File: config.mk
export PLATFORM = sky130hd
export DESIGN_NAME = liteic_rr_arbiter
export DESIGN_NICKNAME = d
export VERILOG_FILES = /design/src/rtl/liteic_arb_pkg.sv /design/src/rtl/liteic_arb_pick.sv /design/src/rtl/liteic_rr_arbiter.sv
export SDC_FILE = /design/constraint.sdc
export NUM_CORES = 1
export LEC_CHECK = 0
export BUFFER_PORTS_ARGS = -buffer_cell sky130_fd_sc_hd__buf_2
export CAP_MARGIN = 10
export CORE_MARGIN = 4
export CORE_UTILIZATION = 44
export CTS_BUF_LIST = sky130_fd_sc_hd__clkbuf_8
export CTS_CLUSTER_DIAMETER = 120
export DETAILED_ROUTE_END_ITERATION = 16
export PLACE_DENSITY = 0.72
export SYNTH_ARGS = -nofsm -noshare
export SYNTH_HDL_FRONTEND = slang
export SYNTH_SLANG_ARGS = --single-unit
File: constraint.sdc
create_clock -name clk -period 2.3 [get_ports clk]
set_input_delay 0.115 -clock clk [delete_from_list [all_inputs] [get_ports clk]]
set_output_delay 0.115 -clock clk [all_outputs]
set_load 0.01 [all_outputs]
File: src/rtl/liteic_arb_pkg.sv
//============================================================================
// Module      : liteic_arb_pkg
// Description : Shared types and helpers for the lite interconnect
//               round-robin arbiter.
// Revision    : 1.0 - initial release
//============================================================================
`default_nettype none

package liteic_arb_pkg;

    // Arbiter control state: waiting for a request, or holding a grant.
    typedef enum logic [0:0] {
        ARB_IDLE  = 1'b0,
        ARB_GRANT = 1'b1
    } arb_state_e;

    // Next master index after idx, wrapping n-1 -> 0 for any n (not only 2^k).
    function automatic int wrap_inc(input int idx, input int n);
        if (idx + 1 >= n) begin
            return 0;
        end
        return idx + 1;
    endfunction

endpackage : liteic_arb_pkg

`default_nettype wire

File: src/rtl/liteic_arb_pick.sv
//============================================================================
// Module      : liteic_arb_pick
// Description : Combinational round-robin pick. Rotates the request vector
//               so the priority pointer lands on bit 0, selects the first
//               set bit, then maps the position back to a master index.
// Revision    : 1.0 - initial release
//============================================================================
`default_nettype none

module liteic_arb_pick #(
    parameter int N_MASTERS = 4,
    parameter int IDX_W     = $clog2(N_MASTERS)
) (
    input  logic [N_MASTERS-1:0] req,
    input  logic [IDX_W-1:0]     ptr,
    output logic [N_MASTERS-1:0] gnt,
    output logic [IDX_W-1:0]     idx,
    output logic                 any
);

    localparam logic [IDX_W:0] c_n = (IDX_W+1)'(N_MASTERS);

    logic [2*N_MASTERS-1:0] w_dbl;
    logic [N_MASTERS-1:0]   w_rot;
    logic [IDX_W-1:0]       w_sel;
    logic [IDX_W:0]         w_sum;

    // Doubling the vector turns a rotate-right by ptr into a plain shift.
    assign w_dbl = {req, req};
    assign w_rot = N_MASTERS'(w_dbl >> ptr);
    assign any   = |req;

    // First set bit of the rotated vector (lowest position wins).
    always_comb begin
        w_sel = '0;
        for (int i = N_MASTERS - 1; i >= 0; i--) begin
            if (w_rot[i]) begin
                w_sel = IDX_W'(i);
            end
        end
    end

    // Rotate back: position + ptr, modulo N_MASTERS without a divider.
    assign w_sum = {1'b0, w_sel} + {1'b0, ptr};
    assign idx   = !any          ? '0 :
                   (w_sum >= c_n) ? IDX_W'(w_sum - c_n) : IDX_W'(w_sum);

    // One-hot form of the chosen index.
    always_comb begin
        gnt = '0;
        if (any) begin
            gnt[idx] = 1'b1;
        end
    end

endmodule : liteic_arb_pick

`default_nettype wire

File: src/rtl/liteic_rr_arbiter.sv
//============================================================================
// Module      : liteic_rr_arbiter
// Description : Round-robin arbiter for one lite interconnect slave port.
//               Registers a one-hot grant plus its index, holds it until
//               done_i, then rotates priority past the finished master.
//               Optional macro LITEIC_ARB_TIMEOUT_EN adds a hold-time limit
//               that force-releases the grant and pulses timeout_o.
// Revision    : 1.0 - initial release
//============================================================================
`default_nettype none

module liteic_rr_arbiter
    import liteic_arb_pkg::*;
#(
    parameter int N_MASTERS      = 4,
    parameter int IDX_W          = $clog2(N_MASTERS),
    parameter int TIMEOUT_CYCLES = 256
) (
    input  logic                 clk,
    input  logic                 rst,
    input  logic [N_MASTERS-1:0] req_i,
    input  logic                 done_i,
    output logic [N_MASTERS-1:0] gnt_o,
    output logic [IDX_W-1:0]     gnt_idx_o,
    output logic                 gnt_valid_o,
    output logic                 timeout_o
);

    arb_state_e           r_state, w_state_nxt;
    logic [N_MASTERS-1:0] r_gnt, w_gnt_nxt;
    logic [IDX_W-1:0]     r_idx, w_idx_nxt;
    logic [IDX_W-1:0]     r_ptr, w_ptr_nxt;
    logic                 r_valid, w_valid_nxt;
    logic                 r_timeout, w_timeout_nxt;
    logic                 w_new_grant;
    logic                 w_expire;

    logic [N_MASTERS-1:0] w_pick_gnt, w_rep_gnt;
    logic [IDX_W-1:0]     w_pick_idx, w_rep_idx, w_ptr_adv;
    logic                 w_pick_any, w_rep_any;

    // Pointer after the current owner finishes: one past the granted master.
    assign w_ptr_adv = IDX_W'(wrap_inc(int'(r_idx), N_MASTERS));

    // Fresh pick from IDLE using the stored pointer.
    liteic_arb_pick #(
        .N_MASTERS (N_MASTERS),
        .IDX_W     (IDX_W)
    ) u_pick (
        .req (req_i),
        .ptr (r_ptr),
        .gnt (w_pick_gnt),
        .idx (w_pick_idx),
        .any (w_pick_any)
    );

    // Hand-over pick on release: advanced pointer, finishing master masked.
    liteic_arb_pick #(
        .N_MASTERS (N_MASTERS),
        .IDX_W     (IDX_W)
    ) u_repick (
        .req (req_i & ~r_gnt),
        .ptr (w_ptr_adv),
        .gnt (w_rep_gnt),
        .idx (w_rep_idx),
        .any (w_rep_any)
    );

`ifdef LITEIC_ARB_TIMEOUT_EN
    localparam int               CNT_W      = $clog2(TIMEOUT_CYCLES + 1);
    localparam logic [CNT_W-1:0] c_cnt_last = CNT_W'(TIMEOUT_CYCLES - 1);

    logic [CNT_W-1:0] r_cnt;

    assign w_expire = (r_state == ARB_GRANT) && (r_cnt == c_cnt_last);

    // Hold-time counter: restarts on every new grant, counts GRANT cycles.
    always_ff @(posedge clk or posedge rst) begin
        if (rst) begin
            r_cnt <= '0;
        end else if (w_new_grant) begin
            r_cnt <= '0;
        end else if (r_state == ARB_GRANT) begin
            r_cnt <= r_cnt + 1'b1;
        end
    end
`else
    assign w_expire = 1'b0;
`endif

    // Next-state and next-output logic for the IDLE/GRANT controller.
    always_comb begin
        w_state_nxt   = r_state;
        w_gnt_nxt     = r_gnt;
        w_idx_nxt     = r_idx;
        w_ptr_nxt     = r_ptr;
        w_valid_nxt   = r_valid;
        w_timeout_nxt = 1'b0;
        w_new_grant   = 1'b0;
        case (r_state)
            ARB_IDLE: begin
                if (w_pick_any) begin
                    w_gnt_nxt   = w_pick_gnt;
                    w_idx_nxt   = w_pick_idx;
                    w_valid_nxt = 1'b1;
                    w_state_nxt = ARB_GRANT;
                    w_new_grant = 1'b1;
                end
            end
            ARB_GRANT: begin
                // done_i takes precedence over a simultaneous expiry.
                if (done_i || w_expire) begin
                    w_ptr_nxt     = w_ptr_adv;
                    w_timeout_nxt = w_expire && !done_i;
                    if (w_rep_any) begin
                        w_gnt_nxt   = w_rep_gnt;
                        w_idx_nxt   = w_rep_idx;
                        w_new_grant = 1'b1;
                    end else begin
                        w_gnt_nxt   = '0;
                        w_idx_nxt   = '0;
                        w_valid_nxt = 1'b0;
                        w_state_nxt = ARB_IDLE;
                    end
                end
            end
            default: begin
                w_state_nxt = ARB_IDLE;
            end
        endcase
    end

    // State, pointer and registered outputs.
    always_ff @(posedge clk or posedge rst) begin
        if (rst) begin
            r_state   <= ARB_IDLE;
            r_gnt     <= '0;
            r_idx     <= '0;
            r_ptr     <= '0;
            r_valid   <= 1'b0;
            r_timeout <= 1'b0;
        end else begin
            r_state   <= w_state_nxt;
            r_gnt     <= w_gnt_nxt;
            r_idx     <= w_idx_nxt;
            r_ptr     <= w_ptr_nxt;
            r_valid   <= w_valid_nxt;
            r_timeout <= w_timeout_nxt;
        end
    end

    assign gnt_o       = r_gnt;
    assign gnt_idx_o   = r_idx;
    assign gnt_valid_o = r_valid;
    assign timeout_o   = r_timeout;

`ifndef SYNTHESIS
    // Granted master must keep requesting until its transaction completes.
    always @(posedge clk) begin
        if (!rst) begin
            assert (TIMEOUT_CYCLES >= 2 && N_MASTERS >= 2)
                else $error("liteic_rr_arbiter: illegal parameters");
            assert (!(r_state == ARB_GRANT && !done_i && !req_i[r_idx]))
                else $error("liteic_rr_arbiter: req withdrawn while granted");
        end
    end
`endif

endmodule : liteic_rr_arbiter

`default_nettype wire

Word level (Yosys, flattened, before mapping)

Index checks and enable logic that the tools add are counted.

Register bits: 10
Input bits: 7
Output and inout bits: 8
Word-level logic and storage cells: 66

Add/subtract/negate cells: 5
$lt $le $gt $ge: 7
Equality and inequality tests: 3
Shift-type cells: 2
Muxes and demuxes: 34
Bitwise logic cells: 3
Reduce and logical (&&, ||, !) cells: 7

Operator list:

| kind                                                                                | number |
|---|---|
| 2-bit two-way mux                                                                   | 16 |
| 8-bit by 2-bit >> shifter with 4-bit output                                         | 2 |
| 4-bit two-way mux                                                                   | 3 |
| 3-bit greater-or-equal comparator, second input constant                            | 3 |
| 1-bit two-way mux                                                                   | 9 |
| 4-bit case mux with 2 select lines                                                  | 1 |
| 4-bit OR reduction                                                                  | 2 |
| 2-bit by 2-bit adder with 3-bit output                                              | 2 |
| 2-bit by 3-bit < comparator with 1-bit output, second input constant                | 2 |
| 4-bit bitwise AND                                                                   | 1 |
| 1-bit demux with 2-bit select                                                       | 2 |
| 2-bit by 1-bit greater-or-equal comparator with 1-bit output, second input constant | 2 |
| 2-bit inequality test, second input constant                                        | 2 |
| 4-bit inverter                                                                      | 1 |
| 1-bit case mux with 2 select lines                                                  | 2 |
| 2-bit case mux with 2 select lines                                                  | 1 |
| 2-bit AND reduction                                                                 | 2 |
| 2-bit by 1-bit subtractor with 2-bit output, second input constant                  | 2 |
| 2-bit by 1-bit adder with 3-bit output, second input constant                       | 1 |
| 3-bit AND reduction                                                                 | 1 |
| 1-bit logical AND                                                                   | 2 |
| 2-bit by 1-bit inequality test with 1-bit output, second input constant             | 1 |
| 1-bit inverter                                                                      | 1 |

Depth between registers and ports, before layout

Word-level depth: 20
Mapped depth: 9
Depth with buffers taken out: 9

Hierarchy

Synthesis repeated with hierarchy kept, for this count alone.

Cell total of the unflattened synthesis: 128
Area total of the unflattened synthesis: 1072.3 um^2

Modules (own cells, without submodules):

| module                      | instances | cells an instance | area an instance (um^2) | sequential area each (um^2) |
|---|---|---|---|---|
| liteic_rr_arbiter           | 1         | 48                | 486.7                   | 250.2 |
| liteic_arb_pick at u_repick | 1         | 37                | 294.0                   | 0.0 |
| liteic_arb_pick at u_pick   | 1         | 43                | 291.5                   | 0.0 |

Least setup slack after synthesis

No wires, ideal clock.

Path kind: register to register
Start: register r_idx[0] (netlist: gnt_idx_o[0])
End: register r_idx[1] (netlist: gnt_idx_o[1])
Setup time: 0.126 ns
Arrival time: 2.393 ns
Data required time: 2.174 ns
Slack: -0.219 ns
Cell stages (with the launch flop): 10
Buffers on the path: 0
Clock period less this slack: 2.519 ns
Path through: dfrtp_1 ha_1 nor2_1 mux2_2 o21ai_0 a21o_1 o21ai_0 ha_1 xor2_1 a221o_1

Cells in the longest elaborated chain, start to end: 16
Elaborated cells between the ends (all ways): 17
Those cells by class: add/sub (3); order compare (2); shift (1); mux (11)

RTL lines:

| what                                                                                                    | line                     | source |
|---|---|---|
| start, declared                                                                                         | liteic_rr_arbiter.sv:31  | `logic [IDX_W-1:0] r_idx, w_idx_nxt;` |
| start signal, assigned                                                                                  | liteic_rr_arbiter.sv:145 | `r_idx <= w_idx_nxt;` |
| 2-bit by 1-bit adder with 3-bit output *                                                                | liteic_arb_pkg.sv:22     | `return idx + 1;` |
| 3-bit greater-or-equal comparator                                                                       | liteic_arb_pkg.sv:19     | `if (idx + 1 >= n) begin` |
| 1-bit two-way mux                                                                                       | liteic_arb_pkg.sv:19     |  |
| 2-bit two-way mux *                                                                                     | liteic_arb_pkg.sv:22     |  |
| via u_repick.ptr[0]                                                                                     | liteic_arb_pick.sv:15    | `input logic [IDX_W-1:0] ptr,` |
| 8-bit by 2-bit >> shifter with 4-bit output                                                             | liteic_arb_pick.sv:30    | `assign w_rot = N_MASTERS'(w_dbl >> ptr);` |
| 2-bit two-way mux (4 in series)                                                                         | liteic_arb_pick.sv:37    | `if (w_rot[i]) begin` |
| 2-bit by 2-bit adder with 3-bit output *                                                                | liteic_arb_pick.sv:44    | `assign w_sum = {1'b0, w_sel} + {1'b0, ptr};` |
| 3-bit greater-or-equal comparator / 2-bit by 1-bit subtractor with 2-bit output (equally long branches) | liteic_arb_pick.sv:46    | `(w_sum >= c_n) ? IDX_W'(w_sum - c_n) : IDX_W'(w_sum);` |
| 2-bit two-way mux *                                                                                     | liteic_arb_pick.sv:46    |  |
| 2-bit two-way mux *                                                                                     | liteic_arb_pick.sv:45    | `assign idx = !any ? '0 :` |
| 2-bit two-way mux *                                                                                     | liteic_rr_arbiter.sv:115 | `if (w_rep_any) begin` |
| 2-bit two-way mux *                                                                                     | liteic_rr_arbiter.sv:112 | `if (done_i \|\| w_expire) begin` |
| 2-bit case mux with 2 select lines *                                                                    | liteic_rr_arbiter.sv:100 | `case (r_state)` |

Mark *: on every way through the listed nets, which the timed path passes. The rest lies on a longest branch. The select of a mux whose other input is x is not followed.
A chain may end at the register's enable or synchronous reset.

Worst setup path in the final report

Start: register r_idx[0] (netlist: gnt_idx_o[0])
End: register r_idx[1] (netlist: gnt_idx_o[1])

Cells in the longest elaborated chain, start to end: 16
Elaborated cells between the ends (all ways): 17
Those cells by class: add/sub (3); order compare (2); shift (1); mux (11)

RTL lines:

| what                                                                                                    | line |
|---|---|
| 2-bit by 1-bit adder with 3-bit output *                                                                | liteic_arb_pkg.sv:22 |
| 3-bit greater-or-equal comparator                                                                       | liteic_arb_pkg.sv:19 |
| 1-bit two-way mux                                                                                       | liteic_arb_pkg.sv:19 |
| 2-bit two-way mux *                                                                                     | liteic_arb_pkg.sv:22 |
| 8-bit by 2-bit >> shifter with 4-bit output                                                             | liteic_arb_pick.sv:30 |
| 2-bit two-way mux (4 in series)                                                                         | liteic_arb_pick.sv:37 |
| 2-bit by 2-bit adder with 3-bit output *                                                                | liteic_arb_pick.sv:44 |
| 3-bit greater-or-equal comparator / 2-bit by 1-bit subtractor with 2-bit output (equally long branches) | liteic_arb_pick.sv:46 |
| 2-bit two-way mux *                                                                                     | liteic_arb_pick.sv:46 |
| 2-bit two-way mux *                                                                                     | liteic_arb_pick.sv:45 |
| 2-bit two-way mux *                                                                                     | liteic_rr_arbiter.sv:115 |
| 2-bit two-way mux *                                                                                     | liteic_rr_arbiter.sv:112 |
| 2-bit case mux with 2 select lines *                                                                    | liteic_rr_arbiter.sv:100 |

Every way passes the cells marked *; elsewhere a longest branch is shown, timed or not. The select of a mux whose other input is x is not followed.

==> qor.yml <==
setup_path:
  path_buf_inv: 0
  path_class: "reg -> reg"
  critPathSlowestCell: "or4b_4"
  critPathMaxFanout: 3
  crit_arrival_ns: 2.36
  start_kind: "register"
  cpPeakStageDelay_ns: 0.52
  crit_path_start: "gnt_idx_o[0]"
  crit_chain: "ha_4 -> or4b_4 -> o21ai_2 -> nand2_2 -> a21o_1 -> o21ai_2 -> ha_4 -> xor2_2 -> a221o_1"
  cp.required_ns: 2.42
  cp-end-kind: "register"
  cp_top_family: "compound AO/OA/AOI/OAI gates"
  r2r_start: "gnt_idx_o[0]"
worst_hold_path:
  hp-class: "in -> reg"
  holdCritStartpoint: "done_i"
cts:
  cts_inserted_buffers: 3
  cts.path.max_buffers: 2
  clock-root-buffer: "clkbuf_8"
  clk_pin_slew_ns: 0.05
  cts_tree: "done"
  clk-insertion-delay-late_ns: 0.23
  cts.sinks: 10
  htreeDepth: 1
floorplanning:
  core_um2: 1580
  die_area_um2: 2490
  row_count: 14
  die_w_um: 49.9
  die_h_um: 49.9
  start_util_pct: 49.0
  ios: 15
logic_synthesis:
  yosysMostFrequentCell: "nand2_1"
  syn_nets: 99
  ys_top_cells_by_count: "12 x nand2_1, 10 x dfrtp_1, 8 x o21ai_0, 7 x nand2b_1, 6 x nor2_1"
  synth_area_um2: 772
  yosysTopAreaCell: "dfrtp_1"
  ys_seq_area_share_pct: 32.4
  post_synth.cell_area_avg_um2: 8.67
  synthDistinctLibCells: 34
  synthCells: 89
  ys_async_sr_fraction_pct: 100
  synth_top_area_share_pct: 32.4
  synth_edf_count: 0
  synthFlopType: "dfrtp_1"
  synth_top_cells_by_area: "dfrtp_1 32%, nand2_1 5.8%, nand2b_1 5.7%"
  yosysWarnings: 0
  ys_ff_latch: 10
final_layout:
  drive_gt1_share_pct: 32.1
  area_delta_synth_final_pct: 26.9
  nets: 117
  final_util_pct: 62.1
  n_antenna_cell: 0
placed_design:
  port_buffers: 13
  place.gp.congestion: 0.840
  place_hpwl_um: 1410
sta:
  setup_viol: 0
  min_period_ns: 2.25
  hold_viol: 0
  rsz0062_at_grt: "yes"
  maxSlewViolCount: 0
  skew_ns: 0.000508
  fin_crit_sh_pct: 97.7
  timing.fmax_mhz: 445
routing:
  drc_errors: 0
  via_per_inst: 6.07
  drt-initial-drc-count: 10
  first_pass_iters: 5
  drtAntennaViolNets: 0
  route.vias.total: 740
  drt_wl_total_um: 1880
  wire_per_inst_um: 15.4
global_routing:
  grt_use_total_pct: 16.4
  gr-total-overflow: 0
  antenna_found_initial: 0
  grt_max_degree: 11
  grt_pass1_wl_um: 3090
  grt_pass1_vias: 699
pwr:
  p_sw_w: 0.000622
  intPower_w: 0.000878
  clockPowerShare_pct: 14.7
  power_w: 0.00150
  static-leakage-power_nw: 0.435
  seqPwrFrac_pct: 22.4
  pwr_density_cell_nw_per_um2: 1530
  comb_power_share_pct: 62.9
  peakVddDrop_mv: 0.767
  sw_frac_of_total_pct: 41.5
outcome:
  status: "finished, final reports clean"
run:
  drv_cap: 0
## power by group through the flow
| stage | Clock (W) | Combinational [W] | Sequential (W) |
|---|---|---|---|
| global route | 0.000238 | 0.00104 | 0.000346 |
| global placement | 0 | 0.000779 | 0.000333 |
| detailed placement | 0 | 0.000794 | 0.000338 |
| finish | 0.000220 | 0.000944 | 0.000335 |
| CTS | 0.000225 | 0.000837 | 0.000332 |
| floorplan | 0 | 0.000576 | 0.000340 |
## final timing paths
kind	endpoint	slack, ns	depth (start not counted)
worst max-delay path	gnt_idx_o[1]	0.05	9
min in group asynchronous	r_state	0.40	3
worst max register to register	gnt_idx_o[1]	0.05	9
max in group asynchronous	gnt_idx_o[0]	1.60	3
worst min register to register	gnt_valid_o	0.52	2
worst min-delay path	gnt_idx_o[0]	0.34	4
## worst register-to-register path: stages, from the launching register on
cell and delay [ns]:
dfrtp_2 0.42, ha_4 0.18, or4b_4 0.52, o21ai_2 0.09, nand2_2 0.08, a21o_1 0.18
o21ai_2 0.07, ha_4 0.18, xor2_2 0.09, a221o_1 0.32
## sequential cells by signal, summed over array words and instances, names as in the netlist
name / flops
gnt_idx_o: 2
r_state: 1
gnt_valid_o: 1
r_ptr: 2
gnt_o: 4
## cell families after synthesis
kind of cell               Yosys count  share of synthesized area, %
and+or+nand+nor                     37                          25.3
AOI/OAI and AO/OA                   23                          20.4
DFF                                 10                          32.4
muxes                                5                          6.97
buffers and inverters                5                          3.56
adders and majority gates            4                          6.32
xor gates and xnor gates             4                          4.54
other                                1                         0.486
## final cells by class
cell class                 count  area (um^2)
multi-input combinational     74          552
timing repair buffer          17         97.6
inverter                       1         3.75
clock buffer                   4         55.1
fill                         141          597
tap                           16         20.0
sequential                    10          251
## per-layer routing
layer	vias up	wire, um	global-route usage (%)	share of wire [%]
met5	-	0	0	0
met4	0	35	6.45	1.9
met3	6	113	5.72	6.0
met2	24	923	28.4	49
met1	346	807	18.3	43
li1	364	-	-	-
## per-stage QoR
step | area [um^2] | worst slack (ns) | TNS (ns) | hold WS [ns] | cells
2_1_floorplan | 793 | 0.0174 | 0 | -0.0449 | 89
3_3_place_gp | 870 | -0.0149 | -0.0314 | 0.107 | 116
3_5_place_dp | 870 | -0.0427 | -0.104 | 0.110 | 116
4_1_cts | 952 | 0.00350 | 0 | 0.327 | 122
5_1_grt | 980 | -0.0282 | -0.0282 | 0.373 | 122
6_report | 980 | 0.0523 | 0 | 0.343 | 122
## cell usage in the layout, fill, tap and decap left out, types with 2 or more instances in the layout
cell type,count
nor2_1,5
dfrtp_1,9
buf_4,3
nor3_1,2
o211ai_1,3
xnor2_1,2
o221ai_1,4
a21oi_1,3
buf_2,13
mux2_2,3
o21ai_0,5
or4b_4,2
mux2i_1,2
nand2b_1,7
ha_4,2
nand2_1,11
clkbuf_8,4
o21ai_2,2
## what timing repair did
action,CTS,global route
setup endpoints to repair,3,5
gates resized for setup,4,7
pin swaps,1,2
hold endpoints to repair,10,0
hold buffers,1,0
setup buffers,1,0
(Power assumes the default switching activity.)
